File: src/rtl/conv_frame_sequencer.sv
// conv_frame_sequencer
//   Front-end sequencer for the stride-1, no-padding 3x3 line-buffer
//   convolution path. Accepts a raster pixel stream, tracks column/row,
//   drives the line buffer strobes and flags complete 3x3 windows.
//
// Ports:
//   clk, rst        clock; asynchronous active-low reset
//   start           begin a frame (sampled in IDLE only)
//   abort           synchronous abandon of the current frame
//   in_valid/in_data/in_ready   upstream pixel handshake
//   out_ready       downstream (MAC) can accept a window this cycle
//   lb_valid/lb_data/lb_sof/lb_eof   line-buffer shift strobe, pixel, frame marks
//   lb_flush        one-cycle clear-all-cells pulse
//   win_valid/win_col/win_row   window complete + bottom-right coordinates
//   busy            state is not IDLE
//   frame_done      one-cycle end-of-frame pulse
module conv_frame_sequencer #(
  parameter int IMG_W  = 6,
  parameter int IMG_H  = 6,
  parameter int DATA_W = 8
) (
  input  logic              clk,
  input  logic              rst,
  input  logic              start,
  input  logic              abort,
  input  logic              in_valid,
  input  logic [DATA_W-1:0] in_data,
  output logic              in_ready,
  input  logic              out_ready,
  output logic              lb_valid,
  output logic [DATA_W-1:0] lb_data,
  output logic              lb_sof,
  output logic              lb_eof,
  output logic              lb_flush,
  output logic              win_valid,
  output logic [10:0]       win_col,
  output logic [10:0]       win_row,
  output logic              busy,
  output logic              frame_done
);

  localparam logic [10:0] LAST_COL = 11'(IMG_W - 1);
  localparam logic [10:0] LAST_ROW = 11'(IMG_H - 1);

  typedef enum logic [1:0] {
    IDLE  = 2'd0,
    RUN   = 2'd1,
    FLUSH = 2'd2
  } state_t;

  state_t      state, state_nx;
  logic [1:0]  fcnt, fcnt_nx;
  logic [10:0] col, row, col_nx, row_nx;
  logic [10:0] s1_col, s1_row;
  logic        accept, at_first, at_last, abort_act, done_nx, flush_nx;

  assign in_ready  = (state == RUN) & out_ready;
  assign busy      = (state != IDLE);
  assign accept    = in_valid & in_ready;
  assign abort_act = abort & (state != IDLE);
  assign at_first  = (col == '0) && (row == '0);
  assign at_last   = (col == LAST_COL) && (row == LAST_ROW);

  always_ff @(posedge clk or negedge rst) begin
    if (!rst) begin
      state <= IDLE;
      fcnt  <= '0;
      col   <= '0;
      row   <= '0;
    end else begin
      state <= state_nx;
      fcnt  <= fcnt_nx;
      col   <= col_nx;
      row   <= row_nx;
    end
  end

  always_comb begin
    state_nx = state;
    fcnt_nx  = fcnt;
    col_nx   = col;
    row_nx   = row;
    done_nx  = 1'b0;
    case (state)
      IDLE: begin
        if (start) begin
          state_nx = RUN;
          col_nx   = '0;
          row_nx   = '0;
        end
      end
      RUN: begin
        if (accept) begin
          if (col == LAST_COL) begin
            col_nx = '0;
            row_nx = row + 11'd1;
          end else begin
            col_nx = col + 11'd1;
          end
          if (at_last) begin
            state_nx = FLUSH;
            fcnt_nx  = '0;
          end
        end
      end
      FLUSH: begin
        if (fcnt == 2'd1) begin
          state_nx = IDLE;
          fcnt_nx  = '0;
          done_nx  = 1'b1;
        end else begin
          fcnt_nx = fcnt + 2'd1;
        end
      end
      default: state_nx = IDLE;
    endcase
    // Abort overrides everything, including a same-cycle accept or frame end.
    if (abort_act) begin
      state_nx = IDLE;
      fcnt_nx  = '0;
      col_nx   = '0;
      row_nx   = '0;
      done_nx  = 1'b0;
    end
    flush_nx = done_nx | abort_act;
  end

  // Two-stage pipeline: stage 1 feeds the line buffer, stage 2 flags windows.
  always_ff @(posedge clk or negedge rst) begin
    if (!rst) begin
      lb_valid   <= 1'b0;
      lb_data    <= '0;
      lb_sof     <= 1'b0;
      lb_eof     <= 1'b0;
      s1_col     <= '0;
      s1_row     <= '0;
      win_valid  <= 1'b0;
      win_col    <= '0;
      win_row    <= '0;
      lb_flush   <= 1'b0;
      frame_done <= 1'b0;
    end else begin
      lb_flush   <= flush_nx;
      frame_done <= done_nx;
      if (abort_act) begin
        lb_valid  <= 1'b0;
        lb_data   <= '0;
        lb_sof    <= 1'b0;
        lb_eof    <= 1'b0;
        s1_col    <= '0;
        s1_row    <= '0;
        win_valid <= 1'b0;
        win_col   <= '0;
        win_row   <= '0;
      end else begin
        lb_valid <= accept;
        lb_sof   <= accept & at_first;
        lb_eof   <= accept & at_last;
        if (accept) begin
          lb_data <= in_data;
          s1_col  <= col;
          s1_row  <= row;
        end
        win_valid <= lb_valid && (s1_row >= 11'd2) && (s1_col >= 11'd2);
        if (lb_valid) begin
          win_col <= s1_col;
          win_row <= s1_row;
        end
      end
    end
  end

endmodule
File: config.mk
export PLATFORM = sky130hd
export DESIGN_NAME = conv_frame_sequencer
export DESIGN_NICKNAME = d
export VERILOG_FILES = /design/src/rtl/conv_frame_sequencer.sv
export SDC_FILE = /design/constraint.sdc
export NUM_CORES = 1
export LEC_CHECK = 0
export ABC_AREA = 1
export CAP_MARGIN = 40
export CORE_UTILIZATION = 50
export DETAILED_ROUTE_END_ITERATION = 6
export GPL_TIMING_DRIVEN = 0
export HOLD_SLACK_MARGIN = 0.03
export PLACE_DENSITY = 0.76
export SETUP_SLACK_MARGIN = 0.02
export SLEW_MARGIN = 0
export SYNTH_ARGS = -nofsm -noshare
export SYNTH_HDL_FRONTEND = slang
export SYNTH_SLANG_ARGS = --single-unit
File: constraint.sdc
create_clock -name clk -period 1.32 [get_ports clk]
set_input_delay 0.264 -clock clk [delete_from_list [all_inputs] [get_ports clk]]
set_output_delay 0.264 -clock clk [all_outputs]
set_load 0.005 [all_outputs]
# Yosys cells after proc, flatten, opt, wreduce, memory -nomap -nowiden
# Index checks and enable logic that the tools add are counted.
[totals] register_bits=84 inputBits=14 output_inout_bits=38 elab_cells=89
[op_classes] add_sub_neg=3 magnitude_cmp=2 n_eq_ne=10 mux=37 n_bitwise=6 n_reduce_logical=16
[op_table] operator="$mux 11" n=15
[op_table] operator="$pmux 11 s2" n=2
[op_table] operator="$add 11x1->11 const B" n=2
[op_table] operator="$eq 11x3->1 const B" n=2
[op_table] operator="$ge 11x2->1 const B" n=2
[op_table] operator="$logic_not 11->1" n=2
[op_table] operator="$mux 2" n=9
[op_table] operator="$mux 8" n=2
[op_table] operator="$ne 3x3->1 const B" n=4
[op_table] operator="$reduce_and 4->1" n=2
[op_table] operator="$mux 1" n=7
[op_table] operator="$pmux 2 s3" n=1
[op_table] operator="$reduce_and 3->1" n=2
[op_table] operator="$reduce_bool 2->1" n=3
[op_table] operator="$reduce_bool 3->1" n=2
[op_table] operator="$and 1x1->1" n=5
[op_table] operator="$eq 2x1->1 const B" n=2
[op_table] operator="$logic_and 1x1->1" n=4
[op_table] operator="$pmux 2 s2" n=1
[op_table] operator="$ne 3x2->1 const B" n=1
[op_table] operator="$add 2x1->2 const B" n=1
[op_table] operator="$eq 2x2->1 const B" n=1
[op_table] operator="$logic_not 2->1" n=1
[op_table] operator="$or 1x1->1" n=1

# Depth between registers and ports, before layout
[logic_depth] word_depth=6 ltp_mapped=10 ltp_nobuf=9

# Least setup slack after synthesis
# No wires, ideal clock.
[synth_timing] path_type="flip-flop to flip-flop" startpoint="register col[1]" endpoint="register row[9]" setup_ns=0.065 arrival_time_ns=1.366 required_ns=1.255 path_slack_ns=-0.110 stages_incl_launch_ff=9 n_path_buf=0 period_less_slack_ns=1.430 path_cell_list="dfrtp_1 > inv_1 > ha_1 > nand3_1 > nor2_1 > a21oi_1 > nor2_1 > nand3_1 > nand2_1"
[synth_between] elab_chain_len=3
[synth_rtl] item="from (decl)" line_no="53" source="logic [10:0] col, row, col_nx, row_nx;"
[synth_rtl] item="from (signal assigned)" line_no="73" source="col <= col_nx;"
[synth_rtl] item="$eq 11x3->1" line_no="94" source="if (col == LAST_COL) begin"
[synth_rtl] item="$ne 3x2->1 (no line)"
[synth_rtl] item="$reduce_and 4->1 (no line)"
[synth_rtl] item="to (signal assigned)" line_no="74" source="row <= row_nx;"
[synth_rtl] item="to (decl)" line_no="53"
# Every way passes these cells.
# A chain may end at the register's enable or synchronous reset.

# Worst setup path in the final report
[layout_timing] startpoint="register state[1]" endpoint="register win_row[1]"
[layout_between] elab_chain_len=3 elab_cells_between_ends=4 classes_between="mux: 1; bitwise: 1; reduce/logical: 2"
[layout_rtl] item="from (decl)" line_no="51" source="state_t state, state_nx;"
[layout_rtl] item="from (signal assigned)" line_no="71" source="state <= state_nx;"
[layout_rtl] item="$reduce_bool 2->1 (*)" line_no="60" source="assign abort_act = abort & (state != IDLE);"
[layout_rtl] item="$and 1x1->1 (*)" line_no="60"
[layout_rtl] item="$mux 11 / $reduce_bool 2->1 (equally long branches)"
[layout_rtl] item="to (signal assigned)" line_no="167" source="win_row <= s1_row;"
[layout_rtl] item="to (decl)" line_no="37" source="output logic [10:0] win_row,"
# Every way passes the cells marked *; elsewhere a longest branch is shown, timed or not.

==> reports/metrics.cfg <==
[status]
run_status=complete, but fails checks
violations=negative setup slack

[cts]
cts-root-buf=clkbuf_8
cts.reportedPaths.clkPinSlew_ns=0.10
cts_buffers=9
tritoncts_num_sinks=84
cts-htree-levels=3
source_to_sink_clock_delay_at_the_later_pin_of_the_worst_skew_pair_ns=0.37
maximum_root_to_sink_buffer_count=2
tritoncts=done

[logic_synthesis]
synth.net_count=487
dominantRegCellSynth=dfrtp_1
syn-cell-area_sq_um=3930
postSynthCellCount=467
syn_avg_cell_area_sq_um=8.40
yosysUniqueCellTypes=27
synth_seq_area_share_pct=53.6
synth_seq_cells=84
ys_async_sr_fraction_pct=100
top_cell_type_s_share_of_synthesized_area_pct=53.6
synth_most_common_cell=nand2_1
post-synth-top-area-cell=dfrtp_1
synth-edff-count=0
cells_taking_the_most_area_after_synthesis=dfrtp_1 54%, nand2_1 8.9%, nand3_1 7.4%, inv_1 5.9%, o21ai_0 4.5%
yosys_warnings=0
synth.top_cells.by_count=93 x nand2_1, 84 x dfrtp_1, 62 x inv_1

[critical_path]
worst_setup_path_start_kind=flip-flop
r2r-start=state[1]
critical_path_peak_fanout=6
crit_type=flip-flop to flip-flop
cp.required_ns=1.60
destination_of_the_worst_register_to_register_timing_path=win_row[1]
rrSetupSlack_ns=-0.30
timing.reg2reg.worst_path_depth=9
critPathArrivalTime_ns=1.90
critical_path.endpoint_type=flip-flop

[sta]
finalMaxSlewViolations=0
max_slew_margin_pct=66.2
max_slew.worst_pin.slew_ns=0.503
grt_setup_unrepaired=yes
finalSetupTns_ns=-19.38
post_route_worst_setup_slack_ns=-0.300
final_report_hold_violation_count=0
finalSetupViolations=85
maxClockFrequency_mhz=617
post_route_minimum_period_ns=1.62
timing.clock.skew_ns=0.0130
finalCritPeriodShare_pct=123

[power]
clock_power_share_pct=22.3
power.density_cell_area_nw_per_um2=1580
cellLeakagePower_nw=2.86
p_total_mw=9.48
vdd_ir_drop_max_uv=1190
internal_power_mw=5.82
p_sw_share_pct=38.6
p_seq_share_pct=31.5
p_comb_share_pct=46.2
switchingPower_mw=3.66

[layout]
n_antenna_cell=0
fill_cells=414
post_route_cells_drive_above_1_share_pct=33.3
layout.cell_area.non_filler_sq_um=5980
design.final.nets=622
areaGrowthSynthToFinish_pct=52.4

[floorplan]
initial_core_util_pct=53.0
die_area_sq_um=8210
core.rowCount=31
dieWidth_microns=90.6
die_height_microns=90.6
io_pins=52
core_area_sq_um=7410

[routing]
route.final.wire_length_microns=12500
drt_first_iter_violations=512
wl_per_cell_microns=17.7
overall_via_count_from_detail_route=4058
drc=0
number_of_nets_with_antenna_violations_after_detailed_routing=0
firstDrtPassIters=5
drt-vias-per-instance=5.75

[placement]
gp_congestion=0.870
post-place-ws_ns=-0.760
hpwl_after_detailed_placement_microns=6280
detailed_place.area_sq_um=4650
count_of_buffers_inserted_at_the_top_level_ports=51

[global_routing]
antenna_violations_before_repair=0
grt_util_met2_pct=44.6
grt_start_max_net_pins=69
met1_usage_pct=34.3
use_met3_pct=3.79
grt_most_used_layer=met2
global_route_wire_length_before_repair_microns=17300
grt_pass1_vias=3597
gr-total-overflow=0
groute.usage.overall_pct=26.8

[worst_hold_path]
hold_class=primary input to async pin

[flow_run]
timing.max_cap.violations=0

layout make-up:
| cell class | instances | area, sq um | area share, % |
|---|---|---|---|
| clock inverters | 6 | 95.1 | 1.59 |
| flip-flops and latches | 84 | 2110 | 35.3 |
| inverters | 65 | 262 | 4.37 |
| well taps | 99 | 124 | 2.07 |
| plain buffers | 17 | 208 | 3.47 |
| repair buffers | 124 | 1130 | 18.9 |
| multi-input cells | 301 | 1930 | 32.2 |
| clock buffers | 10 | 128 | 2.13 |
stage by stage:
step | hold slack (ns) | util, % | std cells
final | 0.293 | 80.7 | 706
after global routing | 0.312 | 80.7 | 706
after CTS | 0.300 | 73.7 | 681
after detailed placement | 0.154 | 62.8 | 618
after global placement | 0.459 | 62.5 | 617
after floorplan | -0.0316 | - | 467
power groups by stage:
| stage | clock network [mW] | logic [mW] | registers (mW) |
|---|---|---|---|
| 2_1_floorplan | 0 | 1.45 | 2.99 |
| 3_3_place_gp | 0 | 2.27 | 3.00 |
| 4_1_cts | 2.11 | 3.06 | 2.97 |
| 3_5_place_dp | 0 | 2.32 | 3.00 |
| 5_1_grt | 2.24 | 4.57 | 3.01 |
| 6_report | 2.11 | 4.38 | 2.99 |
sequential cells by signal, summed over array words and instances (netlist names), 2 cells and up:
| signal | count |
|---|---|
| s1_row | 11 |
| fcnt | 2 |
| s1_col | 11 |
| row | 11 |
| win_col | 11 |
| state | 2 |
| col | 11 |
| win_row | 11 |
| lb_data | 8 |
repair_timing:
| item | CTS | global route |
|---|---|---|
| pin swaps | 9 | 17 |
| hold buffers | 1 | 0 |
| gates cloned | 0 | 5 |
| endpoints found under the setup margin | 120 | 103 |
| hold endpoints to repair | 16 | 0 |
| setup buffers | 47 | 20 |
| gates resized for setup | 137 | 98 |
placed cells by master (no fill, tap or decap), types with 4 or more instances in the layout:
master,instances
nor2_4,11
nor2_1,24
nand4_1,18
clkdlybuf4s50_1,11
nand3_4,4
clkdlybuf4s15_1,14
o22ai_1,22
buf_8,5
nand2_2,15
nand3_1,48
nor2_2,4
o21ai_2,18
buf_6,14
nor3_1,5
inv_1,53
nand2_1,75
dfrtp_2,6
nand3_2,7
dlygate4sd2_1,23
o21ai_1,21
inv_2,7
clkbuf_16,4
clkbuf_8,10
buf_4,62
dfrtp_1,78
cell families after synthesis:
kind of cell	count (synthesis)	share of synthesized area, %
AOI/OAI and AO/OA	70	9.69
xor gates and xnor gates	1	0.223
adders and majority gates	6	1.91
buffers and inverters	83	8.45
DFF	84	53.6
and+or+nand+nor	223	26.2
metal layers:
| layer | part of all wire [%] | wire length (microns) |
|---|---|---|
| met5 | 0 | 0 |
| met1 | 39 | 4810 |
| met3 | 6.7 | 841 |
| met2 | 50 | 6240 |
| met4 | 4.8 | 595 |
critical path, cell delays in order, from the launching register on:
cell,delay (ns)
dfrtp_2,0.44
buf_6,0.13
nor2_4,0.11
buf_6,0.12
nor2_4,0.07
buf_12,0.14
nor2_4,0.14
inv_4,0.08
buf_4,0.14
o21ai_1,0.15
worst max-delay path by stage:
stage              from         end
2_1_floorplan    col[1]      col[3]
3_3_place_gp        rst  win_row[5]
3_5_place_dp      abort  win_col[5]
4_1_cts        state[1]  lb_data[6]
5_1_grt        state[1]      row[2]
6_report       state[1]  win_row[1]
Note: power is estimated with default switching activity, not from simulation.
==> edit 1, RTL diff (same settings) <==
Re-encode `state_t` (3 states) as one-hot, 3 bits wide.
--- a/src/rtl/conv_frame_sequencer.sv
+++ b/src/rtl/conv_frame_sequencer.sv
@@ -43,8 +43,8 @@
   localparam logic [10:0] LAST_ROW = 11'(IMG_H - 1);
 
-  typedef enum logic [1:0] {
-    IDLE  = 2'd0,
-    RUN   = 2'd1,
-    FLUSH = 2'd2
+  typedef enum logic [2:0] {
+    IDLE  = 3'b001,
+    RUN   = 3'b010,
+    FLUSH = 3'b100
   } state_t;
 
Formal check against the unedited RTL: no difference found for any inputs over 10 cycles, from zero or initial values and one cycle with rst low; not proved beyond that.
==> edit 1 against the unedited design <==
The flow still finishes with violations (negative setup slack); final area grew 5.5%; routed wire length decreased by 0.30%; sequential cell count is 1 higher; sequential share of layout area shrank 1.5 points; worst setup slack got worse by 0.021 ns; sequential power down 5%; area after synthesis rose by 11%; total power is 9.9% lower; critical path depth did not move; critical endpoint is now win_col[4].
==> edit 1: results (changes against the unedited design) <==
INFO  synthesis      synth_fp_nets=560 [+15%]
INFO  final_layout   drive_gt1_frac=0.334 [+0.00156]
INFO  synthesis      synthTopCellsByCount=sky130_fd_sc_hd__nand2_1 (106), sky130_fd_sc_hd__inv_1 (97), sky130_fd_sc_hd__dfrtp_1 (84), sky130_fd_sc_hd__nor2_1 (62), sky130_fd_sc_hd__nand3_1 (40)
INFO  final_layout   multi_input_comb_area=0.00218mm2 [+13%]
INFO  synthesis      synthAdderAreaFrac=0.0173 [-0.00187]
INFO  grt            maximum_number_of_pins_on_one_net_before_global_route_repair=60 [-13%]
INFO  final_layout   filler_cell_count=548 [+32%]
INFO  route          post_drt_wl_per_cell=16.3um [-7.8%]
INFO  power_and_ir_drop power.share.switching=0.380 [-0.00556]
INFO  timing         clock_skew=0.0130ns [+0.0000741 ns]
INFO  synthesis      synth.yosys.seq_area_share=0.489 [-0.0462]
INFO  placement      dpl.hpwl=7.16mm [+14%]
INFO  final_layout   layout.area.seq=0.00213mm2 [+1.1%]
INFO  placement      numPlacedInstances=697 [+13%]
INFO  timing         post-route-worst-setup-slack=-0.321ns [-0.0210 ns]
INFO  final_layout   non_clock_buffer_area_share=0.199 [-0.0243]
INFO  route          wl_met3=661um [-21%]
INFO  status         run_status=finished with violations
INFO  grt            met1_usage=0.319 [-0.0241]
INFO  critical_path  slowest_stage=sky130_fd_sc_hd__dfstp_2
INFO  final_layout   layout.comb_gates.multi_input=332 [+10%]
INFO  timing         max_slew.worst_pin.slew=0.566ns [+0.0626 ns]
INFO  final_layout   final_nets=673 [+8.2%]
INFO  critical_path  arrival_time_worst_endpoint=1.95ns [+0.05 ns]
INFO  final_layout   final.signal_inverter_count=103 [+58%]
INFO  synthesis      synth.area.top_cells=sky130_fd_sc_hd__dfrtp_1 (48%), sky130_fd_sc_hd__nand2_1 (9.1%), sky130_fd_sc_hd__inv_1 (8.4%)
INFO  synthesis      synth.avg_cell_area=8.05um2 [-4.2%]
INFO  route          dr_wl_met2=6.23mm [-0.13%]
INFO  route          viasPerCell=5.51 [-4.1%]
INFO  critical_path  critPathMaxStageDelay=0.58ns [+0.14 ns]
INFO  power_and_ir_drop peakVddDrop=1.13mV [-5.2%]
INFO  timing         finalSetupViolCount=87 [+2.4%]
INFO  synthesis      post_synth_xor_area_fraction=0.0101 [+0.00784]
INFO  placement      globalplace.congestion=0.858 [-1.4%]
INFO  route          met1_routed_length=5.08mm [+5.6%]
INFO  final_layout   clock_distribution_area_overhead_in_the_final_layout=0.0329 [-0.00431]
INFO  route          detail_route.wirelength=12.4mm [-0.30%]
INFO  critical_path  path_delay_family=flip-flops
INFO  status         violations=negative setup slack
INFO  grt            grtUsageMet2=0.396 [-0.0505]
==> edit 1: cell types whose count changed in the layout (fill, tap and decap cells not counted), moves of 12 or more <==
cell                      delta
sky130_fd_sc_hd__a31oi_1    +20
sky130_fd_sc_hd__buf_4      -25
sky130_fd_sc_hd__inv_1      +41
sky130_fd_sc_hd__nand2_2    +12
sky130_fd_sc_hd__nand3_1    -19
sky130_fd_sc_hd__nor2_2     +19
sky130_fd_sc_hd__o22ai_1    -20
sky130_fd_sc_hd__o22ai_2    +14
==> edit 1: path summary, 6_finish.rpt <==
kind                             from         end  cells after the start
max in group asynchronous         rst    state[0]                      3
max reg2reg                  state[0]  win_col[4]                      9
max                          state[0]  win_col[4]                      9
min reg2reg                   fcnt[0]     fcnt[0]                      2
min                               rst   s1_row[4]                      2
min in group clk           in_data[3]  lb_data[3]                      3
==> edit 1: repair_timing <==
| item | CTS | global route |
|---|---|---|
| resized for setup | 71 | 156 |
| hold buffers | 1 | 0 |
| hold endpoints to repair | 26 | 0 |
| endpoints found under the setup margin | 121 | 113 |
| pin swaps | 8 | 13 |
| setup buffers | 19 | 20 |
| cloned | 2 | 8 |
==> edit 1: power by group through the flow <==
stage                     combinational [uW]  sequential, uW  clock (uW)
after floorplan                         1480            2890           0
after global placement                  2110            2900           0
after detailed placement                2150            2900           0
after CTS                               2530            2840        1960
after global routing                    3920            2860        2060
final                                   3700            2850        1980
==> edit 1: stage by stage <==
stage	area (um2)	setup WS [ns]	TNS (ns)	hold WS (ns)	utilization
floorplan	4400	-0.132	-2.00	-0.0316	-
global placement	5040	-3.02	-287.50	0.458	0.607
CTS	5470	-0.257	-18.24	0.366	0.659
finish	6310	-0.321	-21.51	0.347	0.760
detailed placement	5060	-0.497	-33.59	0.213	0.610
global route	6310	-0.383	-26.23	0.382	0.760
==> edit 2, RTL diff (same flow settings) <==
Without the edit above. Change the parameter `IMG_H` from 6 to 3.
--- a/src/rtl/conv_frame_sequencer.sv
+++ b/src/rtl/conv_frame_sequencer.sv
@@ -17,5 +17,5 @@
 module conv_frame_sequencer #(
   parameter int IMG_W  = 6,
-  parameter int IMG_H  = 6,
+  parameter int IMG_H  = 3,
   parameter int DATA_W = 8
 ) (
Check against the original RTL: same outputs for any inputs over 10 cycles, from zero or initial values and one cycle with rst low; that may be too few to reach the edited logic, so the function may still have changed.
==> edit 2 against the unedited design <==
The flow still finishes with violations (negative setup slack); routed wire length down 6.9%; total power down 2.3%; non-clock buffer count unchanged; final area up 0.67%; area after synthesis up 5.2%; count of clock-buffer cells in the layout unchanged; critical path type unchanged; critical endpoint is now row[2]; critical path depth down 1; sequential cell count unchanged; worst setup slack better by 0.021 ns; utilization down 4.0 points; largest cell class unchanged; final cell count up 5.7%.
==> edit 2: results (changes against the unedited design) <==
INFO  status         run_status=finished with violations
INFO  status         violations=negative setup slack
INFO  synthesis      synth_fp_nets=522 [+7.2%]
INFO  clocking       worst_setup_hold_path_clk_slew=0.09ns
INFO  final_layout   filler_cell_count=505 [+22%]
INFO  final_layout   instances_no_fill=746 [+5.7%]
INFO  route          vias=4043 [-0.37%]
INFO  route          drt-pass1-iter-count=6 [+1]
INFO  synthesis      synthTopCellsByCount=sky130_fd_sc_hd__inv_1 (100), sky130_fd_sc_hd__dfrtp_1 (84), sky130_fd_sc_hd__nand2_1 (84), sky130_fd_sc_hd__nor2_1 (56), sky130_fd_sc_hd__nand3_1 (39)
INFO  power_and_ir_drop peakVddDrop=1.16mV [-2.5%]
INFO  synthesis      synth_cell_type_count=34 [+26%]
INFO  route          initialDrtViolationCount=297 [-42%]
INFO  grt            grt_pass1_vias=3926 [+9.1%]
INFO  synthesis      synth.area.top_cells=sky130_fd_sc_hd__dfrtp_1 (51%), sky130_fd_sc_hd__inv_1 (9.1%), sky130_fd_sc_hd__nand2_1 (7.6%)
INFO  power_and_ir_drop pleak=0.00308uW [+7.8%]
INFO  grt            grt_usage=0.275 [+0.00719]
INFO  grt            maximum_number_of_pins_on_one_net_before_global_route_repair=54 [-22%]
INFO  critical_path  critPathMaxFanout=8 [+2]
INFO  placement      dpl.hpwl=6.58mm [+4.8%]
INFO  timing         post-route-worst-setup-slack=-0.279ns [+0.0209 ns]
INFO  placement      globalplace.congestion=0.884 [+1.7%]
INFO  synthesis      synthAdderAreaFrac=0.0182 [-0.000945]
INFO  critical_path  critPathMaxStageDelay=0.48ns [+0.04 ns]
INFO  timing         tns=-15.75ns [+3.63 ns]
INFO  placement      numPlacedInstances=656 [+6.1%]
INFO  critical_path  path_delay_family=simple AND/OR/NAND/NOR gates
INFO  placement      placement.cell_area=0.00482mm2 [+3.5%]
INFO  timing         max_slew.worst_pin.slew=0.495ns [-0.00804 ns]
INFO  route          detail_route.wirelength=11.6mm [-6.9%]
INFO  grt            grt_first_pass_wirelength=18.3mm [+5.9%]
INFO  timing         clock_skew=0.0125ns [-0.000419 ns]
INFO  placement      placement.setup.worst_slack=-0.854ns [-0.0938 ns]
INFO  timing         finalSetupViolCount=85 [unchanged]
INFO  synthesis      synth.avg_cell_area=8.23um2 [-2.1%]
INFO  synthesis      synth_compound_area_frac=0.107 [+0.00976]
INFO  final_layout   drive_gt1_frac=0.275 [-0.0579]
-- edit 2: cell type report --
cell class / count / area (um2) / share of cell area
clock buffers: 10 / 128 / 0.0212
plain buffers: 16 / 179 / 0.0297
flip-flops and latches: 84 / 2110 / 0.350
inverters: 105 / 407 / 0.0675
repair buffers: 125 / 1190 / 0.198
well taps: 102 / 128 / 0.0212
multi-input cells: 298 / 1810 / 0.301
clock inverters: 6 / 71.3 / 0.0118
-- edit 2: cells by family after synthesis --
| group | after synthesis |
|---|---|
| and+or+nand+nor | 218 |
| buffers and inverters | 121 |
| DFF | 84 |
| AOI/OAI and AO/OA | 73 |
| adders and majority gates | 6 |
-- edit 2: power by group --
| group | internal [uW] | switching, uW | total, uW |
|---|---|---|---|
| combinational | 2100 | 2310 | 4400 |
| sequential | 2780 | 173 | 2950 |
| clock | 892 | 1010 | 1900 |
| total | 5770 | 3490 | 9260 |
-- edit 2: timing repair --
item                                    4_1_cts  5_1_grt
gates cloned                                  6        2
endpoints found under the setup margin      121      106
setup buffers                                47       18
pin swaps                                    12       13
endpoints found under the hold margin        31        0
hold buffers                                  1        0
resized for setup                           120       49
-- edit 2: worst paths after layout --
kind	to	cells past startpoint	slack (ns)	startpoint
worst max-delay path	row[2]	8	-0.28	state[0]
worst min-delay path	frame_done	2	0.38	abort
worst max register to register	row[2]	8	-0.28	state[0]
worst min register to register	fcnt[0]	2	0.48	fcnt[0]
max in group asynchronous	s1_row[8]	3	0.33	rst
min in group asynchronous	col[8]	2	0.39	rst
-- edit 2: metal layers --
| metal | wire, um | up-vias | global-route usage |
|---|---|---|---|
| met1 | 4650 | 1912 | 0.339 |
| li1 | - | 1890 | - |
| met5 | 0 | - | 0 |
| met2 | 5720 | 200 | 0.461 |
| met4 | 449 | 0 | 0.136 |
| met3 | 802 | 41 | 0.0509 |
